### config.mk
export PLATFORM = sky130hd
export DESIGN_NAME = count_pwm_gen_flat
export DESIGN_NICKNAME = d
export VERILOG_FILES = /design/src/rtl/count_pwm_gen_pkg.sv /design/src/rtl/count_pwm_gen_if.sv /design/src/rtl/count_pwm_gen_count_tracker.sv /design/src/rtl/count_pwm_gen.sv /design/src/flat_wrapper.sv
export SDC_FILE = /design/constraint.sdc
export NUM_CORES = 1
export LEC_CHECK = 0
export CORE_ASPECT_RATIO = 1.75
export CORE_MARGIN = 2
export CORE_UTILIZATION = 55
export CTS_CLUSTER_DIAMETER = 80
export DETAILED_ROUTE_END_ITERATION = 8
export DONT_BUFFER_PORTS = 1
export GPL_ROUTABILITY_DRIVEN = 0
export GPL_TIMING_DRIVEN = 0
export PLACE_DENSITY = 0.77
export SYNTH_ARGS = -nofsm -noshare
export SYNTH_HDL_FRONTEND = slang
export SYNTH_SLANG_ARGS = --single-unit
### constraint.sdc
create_clock -name clk -period 6.41 [get_ports clk]
set_input_delay 1.282 -clock clk [delete_from_list [all_inputs] [get_ports clk]]
set_output_delay 1.282 -clock clk [all_outputs]
set_load 0.03 [all_outputs]
### src/rtl/count_pwm_gen_pkg.sv
// Shared types for the count-following PWM generator: FSM states, the
// one-hot event classification of the incoming count, and the default count width.
package count_pwm_gen_pkg;

   localparam int COUNT_W = 8;

   typedef enum logic [1:0] {
      ST_INIT = 2'd0,
      ST_SYNC = 2'd1,
      ST_RUN  = 2'd2
   } state_e;

   // Bit positions of each event inside event_t.
   typedef enum logic [1:0] {
      EV_STEP  = 2'd0,
      EV_WRAP  = 2'd1,
      EV_STALL = 2'd2,
      EV_DISC  = 2'd3
   } event_e;

   // Exactly one field is set every cycle.
   typedef struct packed {
      logic disc;
      logic stall;
      logic wrap;
      logic step;
   } event_t;

endpackage

### src/rtl/count_pwm_gen_if.sv
// Bundle of the count input, duty handshake and status outputs of count_pwm_gen.
// The master side is the environment (counter + duty sender); the slave is the block.
interface count_pwm_gen_if #(
   parameter int WIDTH  = 8,
   parameter int WRAP_W = 16
);
   logic [WIDTH-1:0]  count;
   logic [WIDTH-1:0]  duty_in;
   logic              duty_valid;
   logic              duty_ready;
   logic              pwm_out;
   logic              wrap_pulse;
   logic              err_pulse;
   logic [WRAP_W-1:0] wrap_count;

   modport master (
      output count, duty_in, duty_valid,
      input  duty_ready, pwm_out, wrap_pulse, err_pulse, wrap_count
   );

   modport slave (
      input  count, duty_in, duty_valid,
      output duty_ready, pwm_out, wrap_pulse, err_pulse, wrap_count
   );
endinterface

### src/rtl/count_pwm_gen_count_tracker.sv
// Remembers last cycle's count and classifies the current one relative to it
// as step, wrap (MAX->0), stall (unchanged) or discontinuity.
module count_pwm_gen_count_tracker
   import count_pwm_gen_pkg::*;
#(
   parameter int WIDTH = COUNT_W
) (
   input  logic             clk,
   input  logic             reset,
   input  logic [WIDTH-1:0] count_i,
   output event_t           event_o
);

   logic [WIDTH-1:0] prev_q;
   logic [WIDTH-1:0] prev_inc_s;

   // Capture the count every cycle so the next sample can be compared to it.
   always_ff @(posedge clk) begin
      if (reset) begin
         prev_q <= {WIDTH{1'b0}};
      end else begin
         prev_q <= count_i;
      end
   end

   // Classify the current sample; wrap takes priority over plain step.
   always_comb begin
      event_o    = '0;
      prev_inc_s = prev_q + {{(WIDTH-1){1'b0}}, 1'b1};
      if ((prev_q == {WIDTH{1'b1}}) && (count_i == {WIDTH{1'b0}})) begin
         event_o.wrap = 1'b1;
      end else if (count_i == prev_inc_s) begin
         event_o.step = 1'b1;
      end else if (count_i == prev_q) begin
         event_o.stall = 1'b1;
      end else begin
         event_o.disc = 1'b1;
      end
   end

endmodule

### src/rtl/count_pwm_gen.sv
// PWM generator that follows a free-running upstream counter. It locks on the
// first wrap, drops out on a discontinuity, and swaps in a new duty value only
// at a wrap so that every PWM period is built from a single duty value.
module count_pwm_gen
   import count_pwm_gen_pkg::*;
#(
   parameter int               WIDTH      = COUNT_W,
   parameter int               WRAP_W     = 16,
   parameter logic [WIDTH-1:0] DUTY_RESET = 8'h80
) (
   input logic            clk,
   input logic            reset,
   count_pwm_gen_if.slave bus
);

   state_e            state_q, state_d;
   event_t            ev_s;
   logic              wrap_s, hs_s, load_s;
   logic [WIDTH-1:0]  active_q, active_d;
   logic [WIDTH-1:0]  pending_q, pending_d;
   logic [WIDTH-1:0]  eff_duty_s;
   logic              pending_full_q, pending_full_d;
   logic              pwm_q, pwm_d;
   logic              wrap_pulse_q, wrap_pulse_d;
   logic              err_q, err_d;
   logic [WRAP_W-1:0] wrap_count_q, wrap_count_d;

   count_pwm_gen_count_tracker #(.WIDTH(WIDTH)) u_tracker (
      .clk     (clk),
      .reset   (reset),
      .count_i (bus.count),
      .event_o (ev_s)
   );

   // The previous count is meaningless in INIT, so no wrap is recognised there.
   assign wrap_s = (state_q != ST_INIT) && ev_s.wrap;
   assign hs_s   = bus.duty_valid && !pending_full_q;
   assign load_s = wrap_s && pending_full_q;

   // Lock/unlock FSM: lock on a wrap, drop back to SYNC on a discontinuity while running.
   always_comb begin
      state_d = state_q;
      err_d   = 1'b0;
      case (state_q)
         ST_INIT: state_d = ST_SYNC;
         ST_SYNC: begin
            if (wrap_s) begin
               state_d = ST_RUN;
            end else begin
               state_d = ST_SYNC;
            end
         end
         ST_RUN: begin
            if (ev_s.disc) begin
               state_d = ST_SYNC;
               err_d   = 1'b1;
            end else begin
               state_d = ST_RUN;
            end
         end
         default: state_d = ST_INIT;
      endcase
   end

   // Duty double-buffer, wrap counter and PWM compare next values.
   always_comb begin
      active_d       = active_q;
      pending_d      = pending_q;
      pending_full_d = pending_full_q;
      if (load_s) begin
         active_d       = pending_q;
         pending_full_d = 1'b0;
      end else begin
         active_d = active_q;
      end
      // A handshake is only possible while pending is empty, so it never collides with a load.
      if (hs_s) begin
         pending_d      = bus.duty_in;
         pending_full_d = 1'b1;
      end else begin
         pending_d = pending_q;
      end
      eff_duty_s   = load_s ? pending_q : active_q;
      wrap_pulse_d = wrap_s;
      wrap_count_d = wrap_count_q + {{(WRAP_W-1){1'b0}}, wrap_s};
      pwm_d        = (state_d == ST_RUN) && (bus.count < eff_duty_s);
   end

   // State and output registers; reset overrides every event.
   always_ff @(posedge clk) begin
      if (reset) begin
         state_q        <= ST_INIT;
         active_q       <= DUTY_RESET;
         pending_q      <= {WIDTH{1'b0}};
         pending_full_q <= 1'b0;
         pwm_q          <= 1'b0;
         wrap_pulse_q   <= 1'b0;
         err_q          <= 1'b0;
         wrap_count_q   <= {WRAP_W{1'b0}};
      end else begin
         state_q        <= state_d;
         active_q       <= active_d;
         pending_q      <= pending_d;
         pending_full_q <= pending_full_d;
         pwm_q          <= pwm_d;
         wrap_pulse_q   <= wrap_pulse_d;
         err_q          <= err_d;
         wrap_count_q   <= wrap_count_d;
      end
   end

   assign bus.duty_ready = !pending_full_q;
   assign bus.pwm_out    = pwm_q;
   assign bus.wrap_pulse = wrap_pulse_q;
   assign bus.err_pulse  = err_q;
   assign bus.wrap_count = wrap_count_q;

endmodule

### src/flat_wrapper.sv
// flat-port wrapper written by rule: the top's interface ports become plain ports
module count_pwm_gen_flat import count_pwm_gen_pkg::*;
#(
   parameter int               WIDTH      = COUNT_W,
   parameter int               WRAP_W     = 16,
   parameter logic [WIDTH-1:0] DUTY_RESET = 8'h80
)
  (clk, reset, bus_count, bus_duty_in, bus_duty_valid, bus_duty_ready, bus_pwm_out, bus_wrap_pulse, bus_err_pulse, bus_wrap_count);
  count_pwm_gen_if #(.WIDTH(WIDTH), .WRAP_W(WRAP_W)) bus_i ();
  input logic clk;
  input logic reset;
  input wire logic [$bits(bus_i.count)-1:0] bus_count;
  input wire logic [$bits(bus_i.duty_in)-1:0] bus_duty_in;
  input wire logic [$bits(bus_i.duty_valid)-1:0] bus_duty_valid;
  output wire logic [$bits(bus_i.duty_ready)-1:0] bus_duty_ready;
  output wire logic [$bits(bus_i.pwm_out)-1:0] bus_pwm_out;
  output wire logic [$bits(bus_i.wrap_pulse)-1:0] bus_wrap_pulse;
  output wire logic [$bits(bus_i.err_pulse)-1:0] bus_err_pulse;
  output wire logic [$bits(bus_i.wrap_count)-1:0] bus_wrap_count;
  assign bus_i.count = bus_count;
  assign bus_i.duty_in = bus_duty_in;
  assign bus_i.duty_valid = bus_duty_valid;
  assign bus_duty_ready = bus_i.duty_ready;
  assign bus_pwm_out = bus_i.pwm_out;
  assign bus_wrap_pulse = bus_i.wrap_pulse;
  assign bus_err_pulse = bus_i.err_pulse;
  assign bus_wrap_count = bus_i.wrap_count;
  count_pwm_gen #(.WIDTH(WIDTH), .WRAP_W(WRAP_W), .DUTY_RESET(DUTY_RESET)) u_core (.clk(clk), .reset(reset), .bus(bus_i));
endmodule
==> flow_summary.ini <==
[cells_and_area]
drive_gt1_share_pct = 5.021
antenna_cells = 0
regArea_sq_um = 920.9
area_growth_pct = 6.986
fin_nets = 267
fillCellCount = 373
multiInputGateArea_sq_um = 1185
stdcell_count = 287
final_util_pct = 60.56
fin_area_sq_um = 2318

[logic_synthesis]
yosys.area.top_type = dfxtp_1
synthArstFlopShare_pct = 0
synth_top_flop_cell = dfxtp_1
syn-cell-area_sq_um = 2167
synth_edf_count = 0
synthCells = 231
yosys_warnings = 0
synth_area_leaders = dfxtp_1, mux2i_1, nor2_1, ha_1, xor2_1
synth_seq_area_share_pct = 42.49
syn-num-nets = 260
synth_cell_types = 45
syn_area_per_cell_sq_um = 9.381
synth_seq_cells = 46
yosys.area.top_type_share_pct = 42.49

[clock_tree]
cts_root_buffer = clkbuf_8
cts_repair_resize_count = 0
cts.sinks = 46
cts_setup_buffers = 0
cts_inserted_buffers = 5
clk_latency_ns = 0.30
cts_hold_buffers = 0
clk_pin_slew_ns = 0.08
cts_max_path_buffers = 2
cts_tree = done
ctsHtreeMaxLevel = 2

[floorplan]
die_area_sq_um = 4478
std_cell_rows = 30
core_sq_um = 3829
die_w_um = 51.45
start_util_pct = 56.60
die_h_um = 87.04
ios = 39

[hold_path]
hold_path_class = reg2reg
min_from = u_core.pending_q[4]$_SDFFE_PP0P_
hold_path_end = u_core.pending_q[4]$_SDFFE_PP0P_
hold_depth = 2

[pwr]
power.density_nw_per_um2 = 222.9
p_total_mw = 0.5168
peakVddDrop_uv = 183.5
p_leak_nw = 0.8699

[routing]
num_vias = 1639
met2_length_um = 2283
drt_iter0_drc = 13
wl_met3_um = 232
drt-total-wl_um = 4200
firstDrtPassIters = 5
drc = 0
ant_nets = 0
wl_met1_um = 1560
via_per_inst = 5.711
wl_per_cell_um = 14.63
dr.max_layer_used = met4

[setup_path]
cp-end-kind = register
arrival_ns = 3.47
rr_worst_depth = 11
cp_slowest_cell = and4_1
cp_common_cell = a21o_1
critPathMaxFanout = 9
crit_chain = nor4_1 -> and4_1 -> o211a_1 -> buf_4 -> mux2i_1 -> ha_1 -> a21o_1 -> a21o_1 -> a211oi_1 -> o311a_1
rrSetupSlack_ns = 3.53
crit_path_start_kind = primary input
crit_type = in2reg
cp_slowest_stage_delay_ns = 0.32
required_ns = 6.66
r2r_end = u_core.bus.pwm_out$_SDFF_PP0_
r2r-start = u_core.u_tracker.prev_q[1]$_SDFF_PP0_

[job]
cap_violations = 0

[global_route]
grt_pass1_wl_um = 7176
antenna_found_initial = 0
grt_max_degree = 14
grt.total_usage_pct = 21.05
grt_pass1_vias = 1685
overflow = 0

[timing]
tns_ns = 0
fmax_mhz = 309.9
grt_setup_unrepaired = no
worst_slack_ns = 3.183
slew_headroom_pct = 59.66
finalHoldViolCount = 0
worstMarginPinSlew_ns = 0.6051
period_minus_slack_ns = 3.227
setup_viol = 0
skew_ns = 0.007335
finalMaxSlewViolations = 0
whs_ns = 0.4951
timing.final.crit_share_pct = 50.34

[placed_design]
postPlaceCellArea_sq_um = 2227
dp_hpwl_um = 3228
placedCellCount = 279
io_buffers = 0
place_ws_ns = 2.864

[status]
status = finished, final reports clean
==> Yosys cell counts (all sizes together), types with 4 or more instances <==
| library cell | count |
|---|---|
| nand3 | 9 |
| xor2 | 13 |
| nor2 | 34 |
| clkbuf | 6 |
| o21ai | 5 |
| a21oi | 10 |
| nand4 | 5 |
| ha | 10 |
| xnor2 | 7 |
| dfxtp | 46 |
| buf | 4 |
| mux2i | 17 |
| nor2b | 12 |
| nand2 | 9 |
| or3 | 6 |
==> sequential cells by signal, summed over array words and instances, names as in the netlist <==
register                 flops
u_core.state_q               2
u_core.bus.wrap_pulse        1
u_core.pending_q             8
u_core.bus.wrap_count       16
u_core.bus.pwm_out           1
u_core.u_tracker.prev_q      8
u_core.pending_full_q        1
u_core.active_q              8
u_core.bus.err_pulse         1
==> area by class of cell <==
class	count	share of cell area [%]
Multi-Input combinational cell	172	51.11
Sequential cell	46	39.72
Clock buffer	7	3.724
Tap cell	48	2.590
Buffer	10	2.159
Inverter	3	0.4857
Clock inverter	1	0.2159
==> worst max-delay path: cells and delay by family <==
kind                       cells  cell delay [ns]
AOI/OAI and AO/OA              5             0.93
adders and majority gates      1             0.27
buffers and inverters          1             0.19
muxes                          1             0.25
and+or+nand+nor                2             0.54
==> routing by layer <==
| layer | up-vias | GRT usage, % |
|---|---|---|
| met4 | 0 | 10.29 |
| met1 | 763 | 20.33 |
| li1 | 823 | - |
| met3 | 10 | 6.357 |
| met2 | 43 | 38.93 |
| met5 | - | 0 |
==> power breakdown <==
group | internal [mW] | switching, mW | leakage [nW]
clock | 0.0870 | 0.0918 | 0.0482
combinational | 0.0183 | 0.0225 | 0.447
sequential | 0.292 | 0.00507 | 0.375
total | 0.397 | 0.119 | 0.870
==> cell usage in the layout, fill, tap and decap left out, types with 2 or more instances in the layout <==
cell type   n
dfxtp_1    46
nor2_1     34
mux2i_1    17
xor2_1     13
nor2b_1    12
ha_1       10
a21oi_1     9
nand2_1     9
nand3_1     9
clkbuf_1    7
xnor2_1     7
or3_1       6
clkbuf_8    6
nand4_1     5
o21ai_0     4
and4_1      3
nor3_1      3
inv_1       3
and3_1      3
o211ai_1    2
a21o_1      2
a211oi_1    2
nand2b_1    2
nor3b_1     2
==> worst max path at each step <==
stage,cells after the start,end,startpoint
2_1_floorplan,10,u_core.bus.pwm_out$_SDFF_PP0_,bus_count[4]
3_3_place_gp,10,u_core.bus.pwm_out$_SDFF_PP0_,bus_count[4]
3_5_place_dp,10,u_core.bus.pwm_out$_SDFF_PP0_,bus_count[4]
4_1_cts,10,u_core.bus.pwm_out$_SDFF_PP0_,bus_count[4]
5_1_grt,10,u_core.bus.pwm_out$_SDFF_PP0_,bus_count[4]
6_report,10,u_core.bus.pwm_out$_SDFF_PP0_,bus_count[4]
==> cells by family after synthesis <==
kind of cell	count (synthesis)	share of synthesized area, %
XOR/XNOR	20	8.083
AO/OA/AOI/OAI	31	10.57
multiplexers	17	7.852
adder cells (fa/ha/maj)	10	5.774
flip-flops	46	42.49
buffers and inverters	13	2.829
AND/OR/NAND/NOR	94	22.40
Note: power is estimated with default switching activity, not from simulation.
